**src/rtl/flip_sched_pkg.sv**
```systemverilog
// -----------------------------------------------------------------------------
// flip_sched_pkg
// Shared types for the flip request scheduler.
//   IDX_W / ADDR_W : row/col index width and matrix base-address width
//   state_t        : scheduler FSM states
//   flip_req_t     : one queued rectangle-flip request
//   canon_req      : orders each index pair so that r1<=r2 and c1<=c2
//   is_degenerate  : true when the rectangle has zero height or width
// -----------------------------------------------------------------------------
package flip_sched_pkg;

  localparam int IDX_W  = 2;
  localparam int ADDR_W = 8;

  typedef enum logic [1:0] {
    S_IDLE  = 2'd0,
    S_ISSUE = 2'd1,
    S_WAIT  = 2'd2,
    S_GAP   = 2'd3
  } state_t;

  typedef struct packed {
    logic [ADDR_W-1:0] base_addr;
    logic [IDX_W-1:0]  r1;
    logic [IDX_W-1:0]  r2;
    logic [IDX_W-1:0]  c1;
    logic [IDX_W-1:0]  c2;
    logic              last;
  } flip_req_t;

  function automatic flip_req_t canon_req(input flip_req_t r);
    flip_req_t o;
    o = r;
    if (r.r1 > r.r2) begin
      o.r1 = r.r2;
      o.r2 = r.r1;
    end else begin
      o.r1 = r.r1;
      o.r2 = r.r2;
    end
    if (r.c1 > r.c2) begin
      o.c1 = r.c2;
      o.c2 = r.c1;
    end else begin
      o.c1 = r.c1;
      o.c2 = r.c2;
    end
    return o;
  endfunction

  function automatic logic is_degenerate(input flip_req_t r);
    return (r.r1 == r.r2) || (r.c1 == r.c2);
  endfunction

endpackage

```
**src/rtl/flip_sched_if.sv**
```systemverilog
// -----------------------------------------------------------------------------
// flip_sched_if
// Request bus (host -> scheduler) and controller bus (scheduler <-> controller).
//   req_valid/req_ready        : request handshake
//   req_base_addr, req_r1..c2  : rectangle description, req_last closes a batch
//   fc_start                   : one-cycle start pulse to flip_controller
//   fc_base_addr, fc_r1..c2    : held from issue until the next issue
//   fc_done                    : sticky done level from the controller
// Modports: master = scheduler side, slave = host/controller side.
// -----------------------------------------------------------------------------
interface flip_sched_if;
  import flip_sched_pkg::*;

  logic              req_valid;
  logic              req_ready;
  logic [ADDR_W-1:0] req_base_addr;
  logic [IDX_W-1:0]  req_r1;
  logic [IDX_W-1:0]  req_r2;
  logic [IDX_W-1:0]  req_c1;
  logic [IDX_W-1:0]  req_c2;
  logic              req_last;

  logic              fc_start;
  logic [ADDR_W-1:0] fc_base_addr;
  logic [IDX_W-1:0]  fc_r1;
  logic [IDX_W-1:0]  fc_r2;
  logic [IDX_W-1:0]  fc_c1;
  logic [IDX_W-1:0]  fc_c2;
  logic              fc_done;

  modport master (
    input  req_valid, req_base_addr, req_r1, req_r2, req_c1, req_c2, req_last,
    output req_ready,
    output fc_start, fc_base_addr, fc_r1, fc_r2, fc_c1, fc_c2,
    input  fc_done
  );

  modport slave (
    output req_valid, req_base_addr, req_r1, req_r2, req_c1, req_c2, req_last,
    input  req_ready,
    input  fc_start, fc_base_addr, fc_r1, fc_r2, fc_c1, fc_c2,
    output fc_done
  );

endinterface

```
**src/rtl/flip_req_fifo.sv**
```systemverilog
// -----------------------------------------------------------------------------
// flip_req_fifo
// Synchronous FIFO of flip_req_t, DEPTH entries (power of two, >= 2).
//   clk, rst     : clock, asynchronous active-high reset (empties the FIFO)
//   push_i       : write wdata_i (ignored when full)
//   pop_i        : advance the read pointer (ignored when empty)
//   mark_last_i  : set the last flag of the youngest stored entry
//   rdata_o      : head entry (valid while !empty_o)
//   full_o, empty_o, count_o : occupancy from the registered count
// -----------------------------------------------------------------------------
module flip_req_fifo
  import flip_sched_pkg::*;
#(
  parameter int DEPTH = 4
) (
  input  logic                   clk,
  input  logic                   rst,
  input  logic                   push_i,
  input  flip_req_t              wdata_i,
  input  logic                   pop_i,
  input  logic                   mark_last_i,
  output flip_req_t              rdata_o,
  output logic                   full_o,
  output logic                   empty_o,
  output logic [$clog2(DEPTH):0] count_o
);

  localparam int PTR_W = $clog2(DEPTH);

  flip_req_t        mem_q [DEPTH];
  logic [PTR_W-1:0] wr_ptr_q;
  logic [PTR_W-1:0] rd_ptr_q;
  logic [PTR_W-1:0] young_ptr_s;
  logic [PTR_W:0]   count_q;
  logic             push_ok_s;
  logic             pop_ok_s;

  assign full_o      = (count_q == (PTR_W+1)'(DEPTH));
  assign empty_o     = (count_q == (PTR_W+1)'(0));
  assign count_o     = count_q;
  assign push_ok_s   = push_i & ~full_o;
  assign pop_ok_s    = pop_i & ~empty_o;
  assign young_ptr_s = wr_ptr_q - PTR_W'(1);
  assign rdata_o     = mem_q[rd_ptr_q];

  // Pointers wrap naturally because DEPTH is a power of two.
  always_ff @(posedge clk or posedge rst) begin
    if (rst) begin
      wr_ptr_q <= '0;
      rd_ptr_q <= '0;
      count_q  <= '0;
    end else begin
      if (push_ok_s) wr_ptr_q <= wr_ptr_q + PTR_W'(1);
      if (pop_ok_s)  rd_ptr_q <= rd_ptr_q + PTR_W'(1);
      case ({push_ok_s, pop_ok_s})
        2'b10:   count_q <= count_q + (PTR_W+1)'(1);
        2'b01:   count_q <= count_q - (PTR_W+1)'(1);
        default: count_q <= count_q;
      endcase
    end
  end

  // Storage array; a mark never coincides with a push (the marking request is not stored).
  always_ff @(posedge clk) begin
    if (push_ok_s) mem_q[wr_ptr_q] <= wdata_i;
    if (mark_last_i & ~empty_o) mem_q[young_ptr_s].last <= 1'b1;
  end

endmodule

```
**src/rtl/flip_scheduler.sv**
```systemverilog
// -----------------------------------------------------------------------------
// flip_scheduler
// Queues rectangle-flip requests and issues them one at a time to
// flip_controller, counting completions and flagging end of batch.
//   clk, rst      : clock, asynchronous active-high reset
//   bus (master)  : request handshake in, controller start/done out/in
//   busy_o        : FIFO non-empty or a flip in flight
//   batch_done_o  : one-cycle pulse after the last-flagged flip completes
//   flip_cnt_o    : completed flips, saturating
//   drop_cnt_o    : discarded degenerate requests, saturating
// Optional feature macro: FLIP_SCHED_CANON_EN (index canonicalisation and
// dropping of zero-area rectangles). Undefined: requests stored verbatim and
// drop_cnt_o stays 0.
// -----------------------------------------------------------------------------
module flip_scheduler
  import flip_sched_pkg::*;
#(
  parameter int DEPTH = 4,
  parameter int CNT_W = 16
) (
  input  logic             clk,
  input  logic             rst,
  flip_sched_if.master     bus,
  output logic             busy_o,
  output logic             batch_done_o,
  output logic [CNT_W-1:0] flip_cnt_o,
  output logic [CNT_W-1:0] drop_cnt_o
);

  localparam int FCNT_W = $clog2(DEPTH) + 1;

  function automatic logic [CNT_W-1:0] sat_inc(input logic [CNT_W-1:0] v);
    return (&v) ? v : v + CNT_W'(1);
  endfunction

  state_t            state_q, state_d;
  flip_req_t         in_req_s, store_req_s, head_s, pop_req_s, fc_req_q;
  logic              fifo_full_s, fifo_empty_s;
  logic [FCNT_W-1:0] fifo_count_s;
  logic              accept_s, push_s, pop_s, drop_s;
  logic              mark_fifo_s, mark_held_s, drop_batch_s;
  logic              done_q, done_rise_s, complete_s;
  logic              fc_start_q, batch_done_q;
  logic [CNT_W-1:0]  flip_cnt_q, drop_cnt_q;

  assign in_req_s = '{base_addr: bus.req_base_addr, r1: bus.req_r1, r2: bus.req_r2,
                      c1: bus.req_c1, c2: bus.req_c2, last: bus.req_last};

  // Ready comes from the registered count only: a pop this cycle does not open a slot.
  assign bus.req_ready = ~fifo_full_s & ~rst;
  assign accept_s      = bus.req_valid & ~fifo_full_s;
  assign pop_s         = (state_q == S_IDLE) & ~fifo_empty_s;
  // A stale high done level never counts; only a 0->1 transition does.
  assign done_rise_s   = bus.fc_done & ~done_q;
  assign complete_s    = (state_q == S_WAIT) & done_rise_s;

`ifdef FLIP_SCHED_CANON_EN
  logic degen_s, flight_s;

  assign degen_s     = is_degenerate(in_req_s);
  assign store_req_s = canon_req(in_req_s);
  assign push_s      = accept_s & ~degen_s;
  assign drop_s      = accept_s & degen_s;
  // A flip finishing this very cycle is no longer a carrier for a moved last flag.
  assign flight_s    = (state_q == S_ISSUE) | ((state_q == S_WAIT) & ~done_rise_s);

  // Relocate the last flag of a dropped request to the youngest surviving flip.
  always_comb begin
    mark_fifo_s  = 1'b0;
    mark_held_s  = 1'b0;
    drop_batch_s = 1'b0;
    if (drop_s & in_req_s.last) begin
      if (pop_s & (fifo_count_s == FCNT_W'(1))) begin
        mark_held_s = 1'b1;        // sole entry is leaving for the fc_* regs now
      end else if (~fifo_empty_s) begin
        mark_fifo_s = 1'b1;
      end else if (flight_s) begin
        mark_held_s = 1'b1;
      end else begin
        drop_batch_s = 1'b1;       // nothing outstanding: batch ends right away
      end
    end else begin
      mark_fifo_s  = 1'b0;
      mark_held_s  = 1'b0;
      drop_batch_s = 1'b0;
    end
  end
`else
  logic unused_count_s;

  assign unused_count_s = ^fifo_count_s;
  assign store_req_s    = in_req_s;
  assign push_s         = accept_s;
  assign drop_s         = 1'b0;
  assign mark_fifo_s    = 1'b0;
  assign mark_held_s    = 1'b0;
  assign drop_batch_s   = 1'b0;
`endif

  flip_req_fifo #(.DEPTH(DEPTH)) u_fifo (
    .clk         (clk),
    .rst         (rst),
    .push_i      (push_s),
    .wdata_i     (store_req_s),
    .pop_i       (pop_s),
    .mark_last_i (mark_fifo_s),
    .rdata_o     (head_s),
    .full_o      (fifo_full_s),
    .empty_o     (fifo_empty_s),
    .count_o     (fifo_count_s)
  );

  // Head entry as latched at issue, with any last flag moved onto it this cycle.
  always_comb begin
    pop_req_s      = head_s;
    pop_req_s.last = head_s.last | mark_held_s;
  end

  // Scheduler next-state logic.
  always_comb begin
    state_d = state_q;
    case (state_q)
      S_IDLE: begin
        if (~fifo_empty_s) state_d = S_ISSUE;
        else               state_d = S_IDLE;
      end
      S_ISSUE: state_d = S_WAIT;
      S_WAIT: begin
        if (done_rise_s) state_d = S_GAP;
        else             state_d = S_WAIT;
      end
      S_GAP:   state_d = S_IDLE;
      default: state_d = S_IDLE;
    endcase
  end

  // State, held request, start/batch pulses and saturating counters.
  always_ff @(posedge clk or posedge rst) begin
    if (rst) begin
      state_q      <= S_IDLE;
      done_q       <= 1'b1;
      fc_req_q     <= '0;
      fc_start_q   <= 1'b0;
      batch_done_q <= 1'b0;
      flip_cnt_q   <= '0;
      drop_cnt_q   <= '0;
    end else begin
      state_q      <= state_d;
      done_q       <= bus.fc_done;
      fc_start_q   <= pop_s;
      batch_done_q <= (complete_s & fc_req_q.last) | drop_batch_s;
      if (pop_s)            fc_req_q      <= pop_req_s;
      else if (mark_held_s) fc_req_q.last <= 1'b1;
      if (complete_s) flip_cnt_q <= sat_inc(flip_cnt_q);
      if (drop_s)     drop_cnt_q <= sat_inc(drop_cnt_q);
    end
  end

  assign bus.fc_start     = fc_start_q;
  assign bus.fc_base_addr = fc_req_q.base_addr;
  assign bus.fc_r1        = fc_req_q.r1;
  assign bus.fc_r2        = fc_req_q.r2;
  assign bus.fc_c1        = fc_req_q.c1;
  assign bus.fc_c2        = fc_req_q.c2;
  assign busy_o           = ~fifo_empty_s | (state_q != S_IDLE);
  assign batch_done_o     = batch_done_q;
  assign flip_cnt_o       = flip_cnt_q;
  assign drop_cnt_o       = drop_cnt_q;

endmodule

```
**src/flat_wrapper.sv**
```systemverilog
// flat-port wrapper written by rule: the top's interface ports become plain ports
module flip_scheduler_flat import flip_sched_pkg::*;
#(
  parameter int DEPTH = 4,
  parameter int CNT_W = 16
)
  (clk, rst, busy_o, batch_done_o, flip_cnt_o, drop_cnt_o, bus_req_valid, bus_req_base_addr, bus_req_r1, bus_req_r2, bus_req_c1, bus_req_c2, bus_req_last, bus_req_ready, bus_fc_start, bus_fc_base_addr, bus_fc_r1, bus_fc_r2, bus_fc_c1, bus_fc_c2, bus_fc_done);
  flip_sched_if bus_i ();
  input  logic clk;
  input  logic rst;
  output logic busy_o;
  output logic batch_done_o;
  output logic [CNT_W-1:0] flip_cnt_o;
  output logic [CNT_W-1:0] drop_cnt_o;
  input wire logic [$bits(bus_i.req_valid)-1:0] bus_req_valid;
  input wire logic [$bits(bus_i.req_base_addr)-1:0] bus_req_base_addr;
  input wire logic [$bits(bus_i.req_r1)-1:0] bus_req_r1;
  input wire logic [$bits(bus_i.req_r2)-1:0] bus_req_r2;
  input wire logic [$bits(bus_i.req_c1)-1:0] bus_req_c1;
  input wire logic [$bits(bus_i.req_c2)-1:0] bus_req_c2;
  input wire logic [$bits(bus_i.req_last)-1:0] bus_req_last;
  output wire logic [$bits(bus_i.req_ready)-1:0] bus_req_ready;
  output wire logic [$bits(bus_i.fc_start)-1:0] bus_fc_start;
  output wire logic [$bits(bus_i.fc_base_addr)-1:0] bus_fc_base_addr;
  output wire logic [$bits(bus_i.fc_r1)-1:0] bus_fc_r1;
  output wire logic [$bits(bus_i.fc_r2)-1:0] bus_fc_r2;
  output wire logic [$bits(bus_i.fc_c1)-1:0] bus_fc_c1;
  output wire logic [$bits(bus_i.fc_c2)-1:0] bus_fc_c2;
  input wire logic [$bits(bus_i.fc_done)-1:0] bus_fc_done;
  assign bus_i.req_valid = bus_req_valid;
  assign bus_i.req_base_addr = bus_req_base_addr;
  assign bus_i.req_r1 = bus_req_r1;
  assign bus_i.req_r2 = bus_req_r2;
  assign bus_i.req_c1 = bus_req_c1;
  assign bus_i.req_c2 = bus_req_c2;
  assign bus_i.req_last = bus_req_last;
  assign bus_req_ready = bus_i.req_ready;
  assign bus_fc_start = bus_i.fc_start;
  assign bus_fc_base_addr = bus_i.fc_base_addr;
  assign bus_fc_r1 = bus_i.fc_r1;
  assign bus_fc_r2 = bus_i.fc_r2;
  assign bus_fc_c1 = bus_i.fc_c1;
  assign bus_fc_c2 = bus_i.fc_c2;
  assign bus_i.fc_done = bus_fc_done;
  flip_scheduler #(.DEPTH(DEPTH), .CNT_W(CNT_W)) u_core (.clk(clk), .rst(rst), .bus(bus_i), .busy_o(busy_o), .batch_done_o(batch_done_o), .flip_cnt_o(flip_cnt_o), .drop_cnt_o(drop_cnt_o));
endmodule
```
**config.mk**
```make
export PLATFORM = sky130hd
export DESIGN_NAME = flip_scheduler_flat
export DESIGN_NICKNAME = d
export VERILOG_FILES = /design/src/rtl/flip_sched_pkg.sv /design/src/rtl/flip_sched_if.sv /design/src/rtl/flip_req_fifo.sv /design/src/rtl/flip_scheduler.sv /design/src/flat_wrapper.sv
export SDC_FILE = /design/constraint.sdc
export NUM_CORES = 1
export LEC_CHECK = 0
export BUFFER_PORTS_ARGS = -buffer_cell sky130_fd_sc_hd__buf_2
export CAP_MARGIN = 5
export CORE_MARGIN = 1
export CORE_UTILIZATION = 49
export CTS_BUF_LIST = sky130_fd_sc_hd__clkbuf_2 sky130_fd_sc_hd__clkbuf_4 sky130_fd_sc_hd__clkbuf_8
export DETAILED_ROUTE_END_ITERATION = 8
export GPL_ROUTABILITY_DRIVEN = 0
export GPL_TIMING_DRIVEN = 0
export PLACE_DENSITY = 0.74
export SLEW_MARGIN = 30
export SYNTH_ARGS = -nofsm -noshare
export SYNTH_HDL_FRONTEND = slang
export SYNTH_HIERARCHICAL = 1
export SYNTH_SLANG_ARGS = --single-unit
```
**constraint.sdc**
```tcl
create_clock -name clk -period 5.75 [get_ports clk]
set_clock_uncertainty 0.1 [all_clocks]
set_input_delay 0 -clock clk [delete_from_list [all_inputs] [get_ports clk]]
set_output_delay 0 -clock clk [all_outputs]
set_load 0.1 [all_outputs]
```
# Yosys cells after proc, flatten, opt, wreduce, memory -nomap -nowiden
# Memory sizes are Yosys's and may differ from the RTL's. A register that Yosys moved wholly into a read port is not among the register bits.
# Cells that the tools add are included.
[classes] bitwise_logic=14 add_sub_neg=5 n_mux=6 eq_ne=6 n_reduce_logical=6
[ops] op="16-bit by 1-bit adder with 16-bit output, second input constant" n=1
[ops] op="16-bit AND reduction" n=1
[ops] op="1-bit bitwise AND" n=8
[ops] op="2-bit one-hot mux with 4 select lines" n=1
[ops] op="2-bit == test, second input constant" n=3
[ops] op="3-bit one-hot mux with 2 select lines" n=1
[ops] op="1-bit NOT" n=5
[ops] op="2-bit by 1-bit adder with 2-bit output, second input constant" n=2
[ops] op="2-bit by 1-bit == test with 1-bit output, second input constant" n=2
[ops] op="1-bit two-way mux" n=4
[ops] op="2-bit nonzero test" n=2
[ops] op="3-bit by 1-bit adder with 3-bit output, second input constant" n=1
[ops] op="3-bit == test, second input constant" n=1
[ops] op="3-bit zero test" n=1
[ops] op="3-bit by 1-bit subtractor with 3-bit output, second input constant" n=1
[ops] op="2-bit zero test" n=1
[ops] op="2-bit AND reduction" n=1
[ops] op="1-bit bitwise OR" n=1
[totals] input_bits=21 elab_cells=46 n_memories=1 mem_bits_rw=68 regBits=28
[memory_table] memory="u_core.u_fifo.mem_q" depth=4 width=17 rd=1 rd_ports_with_merged_regs=1 write_ports=1 line="flip_req_fifo.sv:30" rtl="flip_req_t mem_q [DEPTH];"

# Longest topological paths before layout
[logic_depth] depth_word=6 depth_mapped=13

# Hierarchy
# Netlist, hierarchy kept.
[modules_own_cells] mod="flip_req_fifo" cells_each=148 n_inst=1 area_each_um2=2991.6
[modules_own_cells] mod="flip_scheduler" cells_each=161 n_inst=1 area_each_um2=1881.8

# Worst setup path after synthesis
# No wires, ideal clock.
[synth_timing] path_type="register -> register" startpoint="register u_core.u_fifo.count_q[0], in the netlist u_core/u_fifo/count_o[0]" endpoint="register u_core.u_fifo.count_q[2], in the netlist u_core/u_fifo/count_o[2]" setup_slack_ns=3.093 arrival_ns=2.478 period_less_slack_ns=2.657 path_stages_with_launch=14 required_time_ns=5.571 path_buffers=3 cell_sequence="dfrtp_1 or3_1 buf_2 inv_1 nor2b_1 clkbuf_1 buf_2 and2_4 ha_1 inv_1 fa_1 xor2_1 nor2_1 xor2_1"
[synth_via] elab_chain_len=6
[synth_lines] item="start, declared" line="flip_req_fifo.sv:34" rtl="logic [PTR_W:0] count_q;"
[synth_lines] item="start signal, assigned" line="flip_req_fifo.sv:56" rtl="2'b10: count_q <= count_q + (PTR_W+1)'(1);"
[synth_lines] item="start signal, assigned" line="flip_req_fifo.sv:57" rtl="2'b01: count_q <= count_q - (PTR_W+1)'(1);"
[synth_lines] item="start signal, assigned" line="flip_req_fifo.sv:58" rtl="default: count_q <= count_q;"
[synth_lines] item="3-bit zero test (*)" line="flip_req_fifo.sv:39" rtl="assign empty_o = (count_q == (PTR_W+1)'(0));"
[synth_lines] item="named net u_core.fifo_empty_s" line="flip_scheduler.sv:38" rtl="logic fifo_full_s, fifo_empty_s;"
[synth_lines] item="1-bit NOT (*)" line="flip_scheduler.sv:52" rtl="assign pop_s = (state_q == S_IDLE) & ~fifo_empty_s;"
[synth_lines] item="1-bit bitwise AND (*)" line="flip_scheduler.sv:52"
[synth_lines] item="named net u_core.pop_s" line="flip_scheduler.sv:40" rtl="logic accept_s, push_s, pop_s, drop_s;"
[synth_lines] item="1-bit bitwise AND (*)" line="flip_req_fifo.sv:42" rtl="assign pop_ok_s = pop_i & ~empty_o;"
[synth_lines] item="named net u_core.u_fifo.pop_ok_s" line="flip_req_fifo.sv:36" rtl="logic pop_ok_s;"
[synth_lines] item="2-bit by 1-bit == test with 1-bit output / 2-bit == test (equally long branches)" line="flip_req_fifo.sv:55" rtl="case ({push_ok_s, pop_ok_s})"
[synth_lines] item="3-bit one-hot mux with 2 select lines / 2-bit nonzero test (equally long branches)"
# The timed path passes the listed nets; every way through them passes the cells marked *.
# A chain may end at the register's enable or synchronous reset.

# Worst setup path after layout
# Same ends and word-level chain as after synthesis.

==> flow_summary.json <==
{
  "cts_buffer_depth": 2,
  "synthFlopType": "edfxtp_1",
  "grt_max_degree": 23,
  "cp_max_fo": 12,
  "cts_resized": 0,
  "ios": 73,
  "die_width_um": 102,
  "fin_setup_tns_ps": 0,
  "routed_via_density": 4.88,
  "cts_setup_buffers": 0,
  "io_buffers": 56,
  "tightestPinTransition_ps": 643,
  "multi_input_area_um2": 1460,
  "setup_viol_count_final": 0,
  "cts_tree": "yes",
  "p_leak_nw": 2.55,
  "syn_area_per_cell_um2": 15.8,
  "ys_warn_count": 6,
  "start_util_pct": 50.3,
  "synth_area_leaders": "edfxtp_1, dfrtp_1, mux4_2, buf_4, mux2_2",
  "place_area_um2": 5440,
  "ctsHoldBuffers": 21,
  "rsz0062_at_grt": "false",
  "cts_buffers": 17,
  "cp.required_ps": 6010,
  "root_buffer": "clkbuf_8",
  "drc": 0,
  "hold_violations": 0,
  "vias": 2790,
  "wl_per_cell_um": 14.8,
  "grtUsageTotal_pct": 18.5,
  "dr.pass1.iters": 4,
  "cp-start-kind": "flop",
  "synth.largest_area_cell": "edfxtp_1",
  "status": "finished, final reports clean",
  "core_um2": 9680,
  "synth_top_area_share_pct": 39.4,
  "rows": 36,
  "powerDensity_nw_per_um2": 592,
  "fin_crit_sh_pct": 56.0,
  "ys_seq_elements": 113,
  "synth_cell_types": 46,
  "overflow": 0,
  "h-tree-depth": 4,
  "finalMaxSlewViolations": 0,
  "endpoint_kind": "flop",
  "n_fill_cell": 730,
  "grt_pass1_vias": 2770,
  "seq_area_frac_synth_pct": 64.2,
  "syn_inst": 309,
  "ant_nets": 0,
  "worstSetupPathType": "flop to flop",
  "max_slew_margin_pct": 57.1,
  "min_path_type": "input port to asynchronous set/reset pin",
  "synth-edff-count": 64,
  "cap_violations": 0,
  "post-dp-hpwl_mm": 5.54,
  "clk_latency_ps": 430,
  "seq_area_um2": 3130,
  "drive_above_1_share_pct": 40.5,
  "fmax_mhz": 311,
  "arrival_ps": 3480,
  "cts_sinks": 113,
  "finalCriticalPeriod_ps": 3220,
  "grt_pass1_wl_mm": 13.6,
  "yosysMostFrequentCell": "edfxtp_1",
  "drt-initial-drc-count": 86,
  "netlist_area_um2": 4870,
  "clkTransAtPathRegs_ps": 70,
  "vdd_drop_max_mv": 0.307,
  "antenna_found_initial": 0,
  "synth_common_cells": "edfxtp_1, dfrtp_1, buf_4, mux2_2, mux4_2",
  "n_antenna_cell": 0,
  "stdcell_area_um2": 6100,
  "die_h_um": 102,
  "synthArstFlopShare_pct": 39.8,
  "syn_to_final_growth_pct": 25.1,
  "nets": 457,
  "routed_wl_mm": 8.45,
  "dieArea_um2": 10300
}
[layout make-up]
type | count | share of cell area [%]
inverter | 14 | 0.862
tap | 133 | 2.73
buffer | 42 | 5.09
timing repair buffer | 79 | 8.74
clock inverter | 9 | 2.52
clock buffer | 23 | 4.88
sequential | 113 | 51.3
multi-input combinational | 159 | 23.9
[per-stage QoR]
stage | setup slack (ps) | std cells | utilization [%] | hold slack [ps] | power, mW
floorplan | 3090 | 328 | - | -297 | 2.54
global placement | 2590 | 517 | 55.7 | -124 | 2.75
detailed placement | 2550 | 519 | 56.1 | -104 | 2.80
CTS | 2530 | 572 | 63.0 | 55.9 | 3.64
global route | 2210 | 572 | 63.0 | 68.5 | 3.79
finish | 2530 | 572 | 63.0 | 68.9 | 3.61
[metal layers]
metal / vias up / global-route usage [%] / share of wire (%)
met4: 0 / 8.36 / 2.1
met3: 15 / 6.42 / 4.2
met2: 64 / 28.1 / 48
li1: 1323 / - / -
met1: 1388 / 24.1 / 46
met5: - / 0 / 0
[where the power goes]
group | switching, mW | internal (mW)
registers | 0.0990 | 1.10
clock network | 0.303 | 0.520
logic | 1.06 | 0.531
total | 1.46 | 2.15
[cell usage in the layout (no fill, tap or decap), drive strengths merged, types with 2 or more instances in the layout]
cell type,Yosys,layout
mux2i,2,2
xor2,7,7
mux4,17,17
nor2,8,8
conb,1,20
buf,41,99
nand4,11,11
and2,3,3
clkbuf,1,24
and3,4,4
mux2,19,19
nor4,3,3
inv,14,14
dfrtp,44,44
o211ai,3,3
nor2b,2,2
nand3b,2,2
nand2,8,8
ha,9,9
clkinvlp,0,4
edfxtp,64,64
xnor2,12,12
bufinv,0,4
dlygate4sd3,0,21
nor3,3,3
dfxtp,4,4
nand3,13,13
[path summary, 6_finish.rpt]
check                                              start  slack, ps                         to  depth (start not counted)
worst min register to register  u_core/u_fifo/count_o[2]        380   u_core/u_fifo/count_o[2]                          1
max in group asynchronous                            rst       4770  u_core/u_fifo/rd_ptr_q[1]                          4
worst max register to register  u_core/u_fifo/count_o[0]       2530   u_core/u_fifo/count_o[2]                         13
worst max-delay path            u_core/u_fifo/count_o[0]       2530   u_core/u_fifo/count_o[2]                         13
worst min-delay path                                 rst         70        u_core/bus.fc_c1[0]                          3
min in group clk                             bus_fc_done        150              u_core/done_q                          2
[worst max-delay path, cell delays in order (launching register included)]
cell and delay [ps]:
dfrtp_1 390, or3_1 120, buf_2 170, inv_1 90
nor2b_1 100, clkbuf_1 500, buf_2 410, and2_4 220
ha_1 180, inv_1 60, fa_1 370, xor2_1 150
nor2_1 130, xor2_1 150
[registers in the layout, summed over array words and instances (netlist names)]
name and flops:
u_core/u_fifo/count_o 3, u_core/u_fifo/wr_ptr_q 2, u_core/done_q 1, u_core/bus.fc_c2 2
u_core/bus.fc_c1 2, u_core/bus.fc_r1 2, u_core/state_q 2, u_core/u_fifo/rd_ptr_q 2
u_core/bus.fc_r2 2, u_core/batch_done_o 1, u_core/fc_req_q 1, u_core/bus.fc_base_addr 8
u_core/u_fifo/mem_q 68, u_core/flip_cnt_o 16, u_core/bus.fc_start 1
[logic make-up (layout without fill, tap and decap cells)]
group / after synthesis / in the layout / synth area share (%)
other cells: 1 / 20 / 0.0769
fa+ha+maj: 10 / 10 / 2.72
simple gates: 63 / 63 / 7.88
mux: 38 / 38 / 12.7
buf+inv: 56 / 167 / 7.45
xor+xnor: 19 / 19 / 3.41
compound gates: 9 / 9 / 1.59
flops: 113 / 113 / 64.2
Power figures use the tool's default switching activity.
